**config.mk**
```make
export PLATFORM = sky130hd
export DESIGN_NAME = wb_port_arbiter_flat
export DESIGN_NICKNAME = d
export VERILOG_FILES = /design/src/rtl/wb_port_arbiter_if.sv /design/src/rtl/wb_port_arbiter.sv /design/src/flat_wrapper.sv
export SDC_FILE = /design/constraint.sdc
export NUM_CORES = 1
export LEC_CHECK = 0
export ABC_AREA = 1
export CORE_MARGIN = 5
export CORE_UTILIZATION = 29
export DETAILED_ROUTE_END_ITERATION = 10
export SYNTH_ARGS = -nofsm -noshare
export SYNTH_HDL_FRONTEND = slang
export SYNTH_SLANG_ARGS = --single-unit
```
**constraint.sdc**
```tcl
create_clock -name clk -period 2.75 [get_ports clk]
set_input_delay 0.4125 -clock clk [delete_from_list [all_inputs] [get_ports clk]]
set_output_delay 0.4125 -clock clk [all_outputs]
set_load 0.05 [all_outputs]
```
**src/rtl/wb_port_arbiter_if.sv**
```systemverilog
// Write-back port bundle: pipeline WB request, multi-cycle result handshake,
// and the register-file write port produced by the arbiter.
interface wb_port_arbiter_if;
    logic        p_wreg;
    logic [4:0]  p_rn;
    logic [31:0] p_d;
    logic        m_valid;
    logic [4:0]  m_rn;
    logic [31:0] m_d;
    logic        m_ready;
    logic        p_stall;
    logic        wwreg;
    logic [4:0]  wrn;
    logic [31:0] wdi;

    modport master (
        output p_wreg, p_rn, p_d, m_valid, m_rn, m_d,
        input  m_ready, p_stall, wwreg, wrn, wdi
    );

    modport slave (
        input  p_wreg, p_rn, p_d, m_valid, m_rn, m_d,
        output m_ready, p_stall, wwreg, wrn, wdi
    );
endinterface

```
**src/rtl/wb_port_arbiter.sv**
```systemverilog
// Shares the single register-file write port between the pipeline WB stage and
// a 2-entry buffer of multi-cycle results, with a starvation guard for the buffer.
module wb_port_arbiter #(
    parameter int STARVE_LIM = 3
) (
    input logic               clk,
    input logic               clrn,
    wb_port_arbiter_if.slave  bus
);
    typedef enum logic [1:0] {GNT_IDLE, GNT_PIPE, GNT_BUF} grant_e;

    localparam logic [1:0] LIM = 2'(STARVE_LIM);

    logic [4:0]  rn_q  [2];
    logic [31:0] dat_q [2];
    logic        wp_q, wp_d;
    logic        rp_q, rp_d;
    logic [1:0]  cnt_q, cnt_d;
    logic [1:0]  starve_q, starve_d;

    logic        empty, full, forced, push, pop;
    grant_e      grant;

    always_comb begin
        empty  = (cnt_q == 2'd0);
        full   = (cnt_q == 2'd2);
        forced = (starve_q == LIM) && !empty;
        if (bus.p_wreg && !forced)
            grant = GNT_PIPE;
        else if (!empty)
            grant = GNT_BUF;
        else
            grant = GNT_IDLE;
        push = bus.m_valid && !full;
        pop  = (grant == GNT_BUF);
    end

    // Pointers and occupancy; full blocks push, so push+pop at full cannot overflow.
    always_comb begin
        wp_d = wp_q ^ push;
        rp_d = rp_q ^ pop;
        unique case ({push, pop})
            2'b10:   cnt_d = cnt_q + 2'd1;
            2'b01:   cnt_d = cnt_q - 2'd1;
            default: cnt_d = cnt_q;
        endcase
        if (empty || grant == GNT_BUF)
            starve_d = 2'd0;
        else if (grant == GNT_PIPE && starve_q != LIM)
            starve_d = starve_q + 2'd1;
        else
            starve_d = starve_q;
    end

    always_ff @(posedge clk or negedge clrn) begin
        if (!clrn) begin
            wp_q     <= 1'b0;
            rp_q     <= 1'b0;
            cnt_q    <= 2'd0;
            starve_q <= 2'd0;
        end else begin
            wp_q     <= wp_d;
            rp_q     <= rp_d;
            cnt_q    <= cnt_d;
            starve_q <= starve_d;
        end
    end

    // Entry storage needs no reset: occupancy alone decides what is valid.
    always_ff @(posedge clk) begin
        if (push) begin
            rn_q[wp_q]  <= bus.m_rn;
            dat_q[wp_q] <= bus.m_d;
        end
    end

    always_comb begin
        bus.m_ready = !full;
        bus.p_stall = forced && bus.p_wreg;
        unique case (grant)
            GNT_PIPE: begin
                bus.wrn = bus.p_rn;
                bus.wdi = bus.p_d;
            end
            GNT_BUF: begin
                bus.wrn = rn_q[rp_q];
                bus.wdi = dat_q[rp_q];
            end
            default: begin
                bus.wrn = 5'd0;
                bus.wdi = 32'd0;
            end
        endcase
        // r0 is hard-wired zero; a buffered r0 result is still consumed.
        bus.wwreg = (grant != GNT_IDLE) && (bus.wrn != 5'd0);
    end
endmodule
```
**src/flat_wrapper.sv**
```systemverilog
// flat-port wrapper written by rule: the top's interface ports become plain ports
module wb_port_arbiter_flat 
#(
    parameter int STARVE_LIM = 3
)
  (clk, clrn, bus_p_wreg, bus_p_rn, bus_p_d, bus_m_valid, bus_m_rn, bus_m_d, bus_m_ready, bus_p_stall, bus_wwreg, bus_wrn, bus_wdi);
  wb_port_arbiter_if bus_i ();
  input logic clk;
  input logic clrn;
  input wire logic [$bits(bus_i.p_wreg)-1:0] bus_p_wreg;
  input wire logic [$bits(bus_i.p_rn)-1:0] bus_p_rn;
  input wire logic [$bits(bus_i.p_d)-1:0] bus_p_d;
  input wire logic [$bits(bus_i.m_valid)-1:0] bus_m_valid;
  input wire logic [$bits(bus_i.m_rn)-1:0] bus_m_rn;
  input wire logic [$bits(bus_i.m_d)-1:0] bus_m_d;
  output wire logic [$bits(bus_i.m_ready)-1:0] bus_m_ready;
  output wire logic [$bits(bus_i.p_stall)-1:0] bus_p_stall;
  output wire logic [$bits(bus_i.wwreg)-1:0] bus_wwreg;
  output wire logic [$bits(bus_i.wrn)-1:0] bus_wrn;
  output wire logic [$bits(bus_i.wdi)-1:0] bus_wdi;
  assign bus_i.p_wreg = bus_p_wreg;
  assign bus_i.p_rn = bus_p_rn;
  assign bus_i.p_d = bus_p_d;
  assign bus_i.m_valid = bus_m_valid;
  assign bus_i.m_rn = bus_m_rn;
  assign bus_i.m_d = bus_m_d;
  assign bus_m_ready = bus_i.m_ready;
  assign bus_p_stall = bus_i.p_stall;
  assign bus_wwreg = bus_i.wwreg;
  assign bus_wrn = bus_i.wrn;
  assign bus_wdi = bus_i.wdi;
  wb_port_arbiter #(.STARVE_LIM(STARVE_LIM)) u_core (.clk(clk), .clrn(clrn), .bus(bus_i));
endmodule
```
==> summary.md, run 1 <==
| Metric | Value |
|---|---|
| Status | `finished clean` |
| Hold Fails Final Rpt | `0` |
| Cell-internal power | `3.10 mW` |
| Leading area contributor after synthesis | `edfxtp_1` |
| Initial antenna violation count | `0` |
| Xor-xnor portion of the synthesized cell area | `0.770%` |
| Count leader, synth | `nand2_1` |
| Arrival time worst endpoint | `1920 ps` |
| Final Cycle Share | `84.9%` |
| Register area share after synthesis | `69.5%` |
| Min-delay worst type | `input pin to async pin` |
| Root Buffer | `clkbuf_16` |
| Antenna Nets Post-Route | `0` |
| Worst-Skew Late Latency | `330 ps` |
| Power per cell area | `1050 mW/mm²` |
| Initial Util | `29.8%` |
| Final nets | `489` |
| Worst Tran Pin Value | `665 ps` |
| Synth area leaders | `edfxtp_1 (65%), nand2_1 (14%), a22o_1 (8.2%), dfrtp_1 (4.4%), ha_1 (1.5%)` |
| I/O pin count | `118` |
| Die Ht | `118 µm` |
| Mapped Nets | `366` |
| Setup slack after layout | `416 ps` |
| Die area | `0.0140 mm²` |
| Unique masters post-synth | `20` |
| N_diodes | `0` |
| Clock-pin slew on the worst setup and hold paths | `60 ps` |
| Cell row count | `39` |
| Pre-CTS setup slack | `425 ps` |
| Mux cell area share after synthesis | `0%` |
| Drt drc | `0` |
| WS Path Type | `flop to output port` |
| H-tree levels | `3` |
| Max clock buf depth | `2` |
| Slew margin rel. | `55.7%` |
| Psw | `2.10 mW` |
| First-pass GRT wire length | `13.3 mm` |
| Width of the die | `118 µm` |
| Number of buffers created by CTS | `9` |
| Yosys reg bits | `80` |
| Peak supply drop | `506 µV` |
| Total grt overflow | `0` |
| P_leak | `2.06 nW` |
| Vias in the first global route | `2594` |
| Largest net degree at the start of global routing | `39` |
| DR WL/cell | `14.6 µm` |
| TritonCTS Sinks | `80` |
| Cells after synthesis | `284` |
| Largest family of logic cells by synthesized area | `simple AND/OR/NAND/NOR gates` |
| Seq pwr share | `33.8%` |
| Post-synth EDFFs | `74` |
| Hold slack | `331 ps` |
| Startpoint types | `flop` |
| First DRT Iteration DRCs | `101` |
| Simple-gate share of the synthesized area | `14.9%` |
| Top FF cell, synth | `edfxtp_1` |
| Layout cell share with drive strength beyond 1 | `17.0%` |
| Final setup viols | `0` |
| CORE AREA | `0.0115 mm²` |
| Final Power | `5.20 mW` |
| List of most frequent post-synthesis cells | `nand2_1 (123), edfxtp_1 (74), a22o_1 (32), inv_1 (8)` |
| Pre-antenna DRT Iters | `4` |
| HPWL after DPL | `5.73 mm` |
| Setup repair after global routing missed its margin | `false` |
| Synth-to-Final Area Change | `45.0%` |
| Area share of fa/ha/maj cells after synthesis | `1.47%` |
| Clk_skew | `2.57 ps` |
| Average size of a mapped cell | `12.0 µm²` |
| Kind of end point of the critical path | `output port` |
| GP Congestion | `0.733` |
| Resized cells post-CTS | `0` |
| Post-Route Setup TNS | `0 ps` |
| Sw Share | `40.3%` |
| Share of the synthesized area in the top cell type | `65.1%` |
| Total setup buffers inserted after CTS | `0` |
| CTS tree | `yes` |
| Cell Count, Final, Fillers Out | `555` |
| Async S/R FF share, synth | `7.50%` |
| IO buf count | `117` |
| Post-Place Cells | `539` |
| DR vias/cell | `4.47` |
| # hold bufs at CTS | `0` |
| Synthesized area | `0.00341 mm²` |
| Worst Path Max Fanout | `17` |
| Critical Path RT | `2340 ps` |
| Compound-Gate Fraction of Synth Area | `9.42%` |
| Maximum capacitance violations | `0` |
| Routed WL | `8.09 mm` |
| Max-slew violation total from the final report | `0` |
| FMAX | `0.428 GHz` |
| Synth warn | `0` |
| Combinational Power Share | `43.8%` |
| Final min period | `2330 ps` |
| Vias | `2479` |
| Total Routing Usage GR | `11.7%` |
| Clock Power Share | `22.4%` |
cell type report:
cell class	instances	area, µm²
Fill cell	1052	6520
Timing Repair Buffer	126	1140
Tap cell	143	179
Clock buffer	9	225
Sequential cell	80	2370
Inverter	11	41.3
Clock inverter	7	70.1
Multi-Input combinational cell	179	920
cells in the final DEF, fill, tap and decap left out, drive strengths merged, types with 4 or more instances in the layout:
cell / count
edfxtp: 74
a22o: 32
nand2: 123
o21ai: 4
dfrtp: 6
nand3: 5
inv: 13
nor2: 6
ha: 4
buf: 48
clkbuf: 9
clkdlybuf4s50: 78
flip-flops by register name, indices dropped and copies added (netlist names):
register	flops
u_core.cnt_q	2
u_core.dat_q	64
u_core.rp_q	1
u_core.starve_q	2
u_core.rn_q	10
u_core.wp_q	1
cells by family after synthesis:
logic type,Yosys count
compound gates,38
buf+inv,25
flops,80
xor+xnor,3
fa+ha+maj,4
simple gates,134
path summary, 6_finish.rpt:
kind	from	end	slack, ps	cells after the start
min in group clk	u_core.starve_q[0]	u_core.starve_q[0]	440	1
min reg2reg	u_core.starve_q[0]	u_core.starve_q[0]	440	1
max in group asynchronous	clrn	u_core.cnt_q[0]	2200	1
max	u_core.cnt_q[0]	bus_wdi[15]	420	6
min	clrn	u_core.wp_q	330	1
max reg2reg	u_core.starve_q[0]	u_core.cnt_q[1]	950	8
power groups by stage:
stage,Clock [mW],Combinational [mW],Sequential (mW)
2_1_floorplan,0,1.62,1.77
3_3_place_gp,0,2.29,1.77
5_1_grt,1.24,2.51,1.79
4_1_cts,1.19,2.33,1.76
6_report,1.16,2.28,1.76
3_5_place_dp,0,2.32,1.79
critical path, stage by stage (launching register included):
cell and delay, ps:
dfrtp_1 460, o21ai_2 290, nand2_1 140, inv_2 80, buf_4 230, a22o_1 180
buf_4 200
per-layer routing:
layer / global-route usage (%) / vias to the layer above / share of wire [%]
li1: - / 1233 / -
met4: 3.61 / 0 / 1.2
met3: 4.01 / 7 / 8.3
met5: 0 / - / 0
met1: 14.2 / 1153 / 42
met2: 19.8 / 86 / 48
per-stage QoR:
| step | cell area (µm²) | util (%) |
|---|---|---|
| floorplan | 3410 | - |
| global placement | 4650 | 40.6 |
| detailed placement | 4650 | 40.6 |
| CTS | 4950 | 43.2 |
| global route | 4950 | 43.2 |
| finish | 4950 | 43.2 |
Power figures use the tool's default switching activity.
==> run 2, diff against run 1 <==
==> constraint.sdc (replaced) <==
create_clock -name clk -period 1.9 [get_ports clk]
set_input_delay 0.285 -clock clk [delete_from_list [all_inputs] [get_ports clk]]
set_output_delay 0.285 -clock clk [all_outputs]
set_load 0.05 [all_outputs]
==> summary.md, run 2 (synthesis gave the netlist of run 1 again) <==
| Metric | Value |
|---|---|
| Failing checks | `negative setup slack` |
| HPWL after DPL | `6.01 mm (+4.9%)` |
| First DRT Iteration DRCs | `87 (-14%)` |
| IO buf count | `117 (unchanged)` |
| Clk_skew | `4.87 ps (+2.30 ps)` |
| Number of buffers created by CTS | `9 (unchanged)` |
| I/O pin count | `118 (unchanged)` |
| Width of the die | `118 µm (unchanged)` |
| CTS tree | `yes` |
| Finished Cell Area | `0.00599 mm² (+21%)` |
| Max-slew violation total from the final report | `0 (unchanged)` |
| Synth-to-Final Area Change | `75.4%` |
| H-tree levels | `3 (unchanged)` |
| Total Routing Usage GR | `12.8% (+1.1 points)` |
| Final Power | `9.20 mW (+77%)` |
| Die area | `0.0140 mm² (unchanged)` |
| Routed WL | `8.90 mm (+10%)` |
| Filler cells | `965 (-8.3%)` |
| Cell Count, Final, Fillers Out | `571 (+2.9%)` |
| Min-delay worst type | `input pin to async pin` |
| Largest net degree at the start of global routing | `22 (-44%)` |
| Setup repair after global routing missed its margin | `true` |
| DR WL/cell | `15.6 µm (+7.0%)` |
| Max incr delay on CP | `410 ps (-50 ps)` |
| Root Buffer | `clkbuf_16` |
| Path depth of the worst reg2reg path | `8 (unchanged)` |
| Initial Util | `29.8% (unchanged)` |
| Antenna Nets Post-Route | `0 (unchanged)` |
| Top cell by count, worst path | `buf_12` |
| Power per cell area | `1540 mW/mm² (+46%)` |
| Largest register by flop count | `u_core.dat_q` |
| Largest regs | `u_core.dat_q x64, u_core.rn_q x10` |
| Initial antenna violation count | `0 (unchanged)` |
| Arrival time worst endpoint | `1770 ps (-150 ps)` |
| Die Ht | `118 µm (unchanged)` |
| Startpoint types | `flop` |
| Kind of end point of the critical path | `output port` |
| CORE AREA | `0.0115 mm² (unchanged)` |
| Clock-pin slew on the worst setup and hold paths | `60 ps (about the same)` |
| N_diodes | `0 (unchanged)` |
| Max FFs per register | `64 (unchanged)` |
| Area after DPL | `0.00534 mm² (+15%)` |
| Critical Path Slowest Stage Cell | `dfrtp_1` |
| Final min period | `2050 ps` |
| Drt drc | `0 (unchanged)` |
| FMAX | `0.488 GHz` |
| Multi-input gate area | `0.00117 mm² (+27%)` |
| Vias in the first global route | `2747 (+5.9%)` |
| Worst Tran Pin Value | `306 ps (-359 ps)` |
| Peak supply drop | `861 µV (+70%)` |
| CP Launch Point | `u_core.starve_q[0]` |
| Worst Path Max Fanout | `6 (-11)` |
| Maximum capacitance violations | `0 (unchanged)` |
| Max clock buf depth | `2 (unchanged)` |
| Vias | `2578 (+4.0%)` |
| P_leak | `2.46 nW (+19%)` |
| Layout cell share with drive strength beyond 1 | `29.2% (+12 points)` |
| Storage element area | `0.00237 mm² (about the same)` |
| DR vias/cell | `4.51 (+1.1%)` |
| Final Cycle Share | `108%` |
| Hold Fails Final Rpt | `0 (unchanged)` |
| Critical Path RT | `1620 ps (-720 ps)` |
| Critical register-to-register path startpoint | `u_core.starve_q[0]` |
| Final setup viols | `38 (+38)` |
| Crit-path cells | `ha_4, inv_2, a21oi_4, buf_12, buf_16, a22o_1, buf_12` |
| Final nets | `506 (+3.5%)` |
| Cell row count | `39 (unchanged)` |
| Commonest non-fill, non-tap cell in the layout | `nand2_1` |
| Pre-antenna DRT Iters | `4 (unchanged)` |
| Slew margin rel. | `79.6% (+24 points)` |
| WS Path Type | `flop to output port` |
| GP Congestion | `0.769 (+4.9%)` |
| Pre-CTS setup slack | `-219 ps (-643 ps)` |
| Post-Place Cells | `550 (+2.0%)` |
| Reg2reg end | `u_core.cnt_q[1]` |
| Status | `complete, but fails checks` |
| First-pass GRT wire length | `14.1 mm (+5.9%)` |
| Worst-Skew Late Latency | `330 ps (about the same)` |
| TritonCTS Sinks | `80 (unchanged)` |
| R2R Setup Slk | `100 ps (-850 ps)` |
| Total grt overflow | `0 (unchanged)` |
| Setup slack after layout | `-151 ps (-567 ps)` |
| Commonest cells after routing, fill and taps aside | `nand2_1 (114), clkdlybuf4s50_1 (76), edfxtp_1 (74), buf_12 (48), a22o_4 (22)` |
-- run 2: layout make-up --
| class | instances | area share, % |
|---|---|---|
| Timing Repair Buffer | 143 | 32.5 |
| Clock inverter | 5 | 0.815 |
| Inverter | 11 | 0.731 |
| Tap cell | 143 | 2.99 |
| Clock buffer | 10 | 3.82 |
| Multi-Input combinational cell | 179 | 19.5 |
| Sequential cell | 80 | 39.6 |
-- run 2: what timing repair did --
action	4_1_cts	5_1_grt
setup endpoints to repair	38	39
hold buffers	0	0
setup buffers	3	0
gates resized for setup	24	21
pin swaps	7	1
gates cloned	2	1
-- run 2: worst max path at each step --
stage	endpoint	slack (ps)	cells past startpoint
after CTS	bus_wdi[29]	-170	7
after global routing	bus_wdi[29]	-210	7
after floorplan	u_core.dat_q[0][0]	-140	5
after detailed placement	u_core.cnt_q[1]	-220	7
final	bus_wdi[29]	-150	7
after global placement	u_core.cnt_q[1]	-210	7
-- run 2: metrics by stage --
step	hold slack, ps	utilization (%)	setup TNS [ps]
after CTS	208	50.5	-5260
after global routing	219	52.2	-6200
after detailed placement	451	46.5	-4220
final	206	52.2	-3590
after floorplan	-10.6	-	-10670
after global placement	421	46.5	-3600
-- run 2: layer usage --
metal / part of all wire, % / global-route usage [%] / vias up
li1: - / - / 1273
met1: 42 / 14.9 / 1209
met2: 50 / 22.0 / 82
met5: 0 / 0 / -
met4: 2.1 / 5.03 / 0
met3: 6.4 / 4.11 / 14
-- run 2: worst max-delay path: cells and delay by family, from the launching register on --
| kind | cells | cell delay, ps |
|---|---|---|
| AOI/OAI and AO/OA | 2 | 340 |
| adders and majority gates | 1 | 180 |
| buffers and inverters | 4 | 500 |
| DFF | 1 | 410 |
-- run 2: where the power goes --
group	internal (mW)	switching [mW]	total [mW]
Combinational	2.35	2.64	4.99
Sequential	2.42	0.144	2.56
Clock	0.998	0.644	1.64
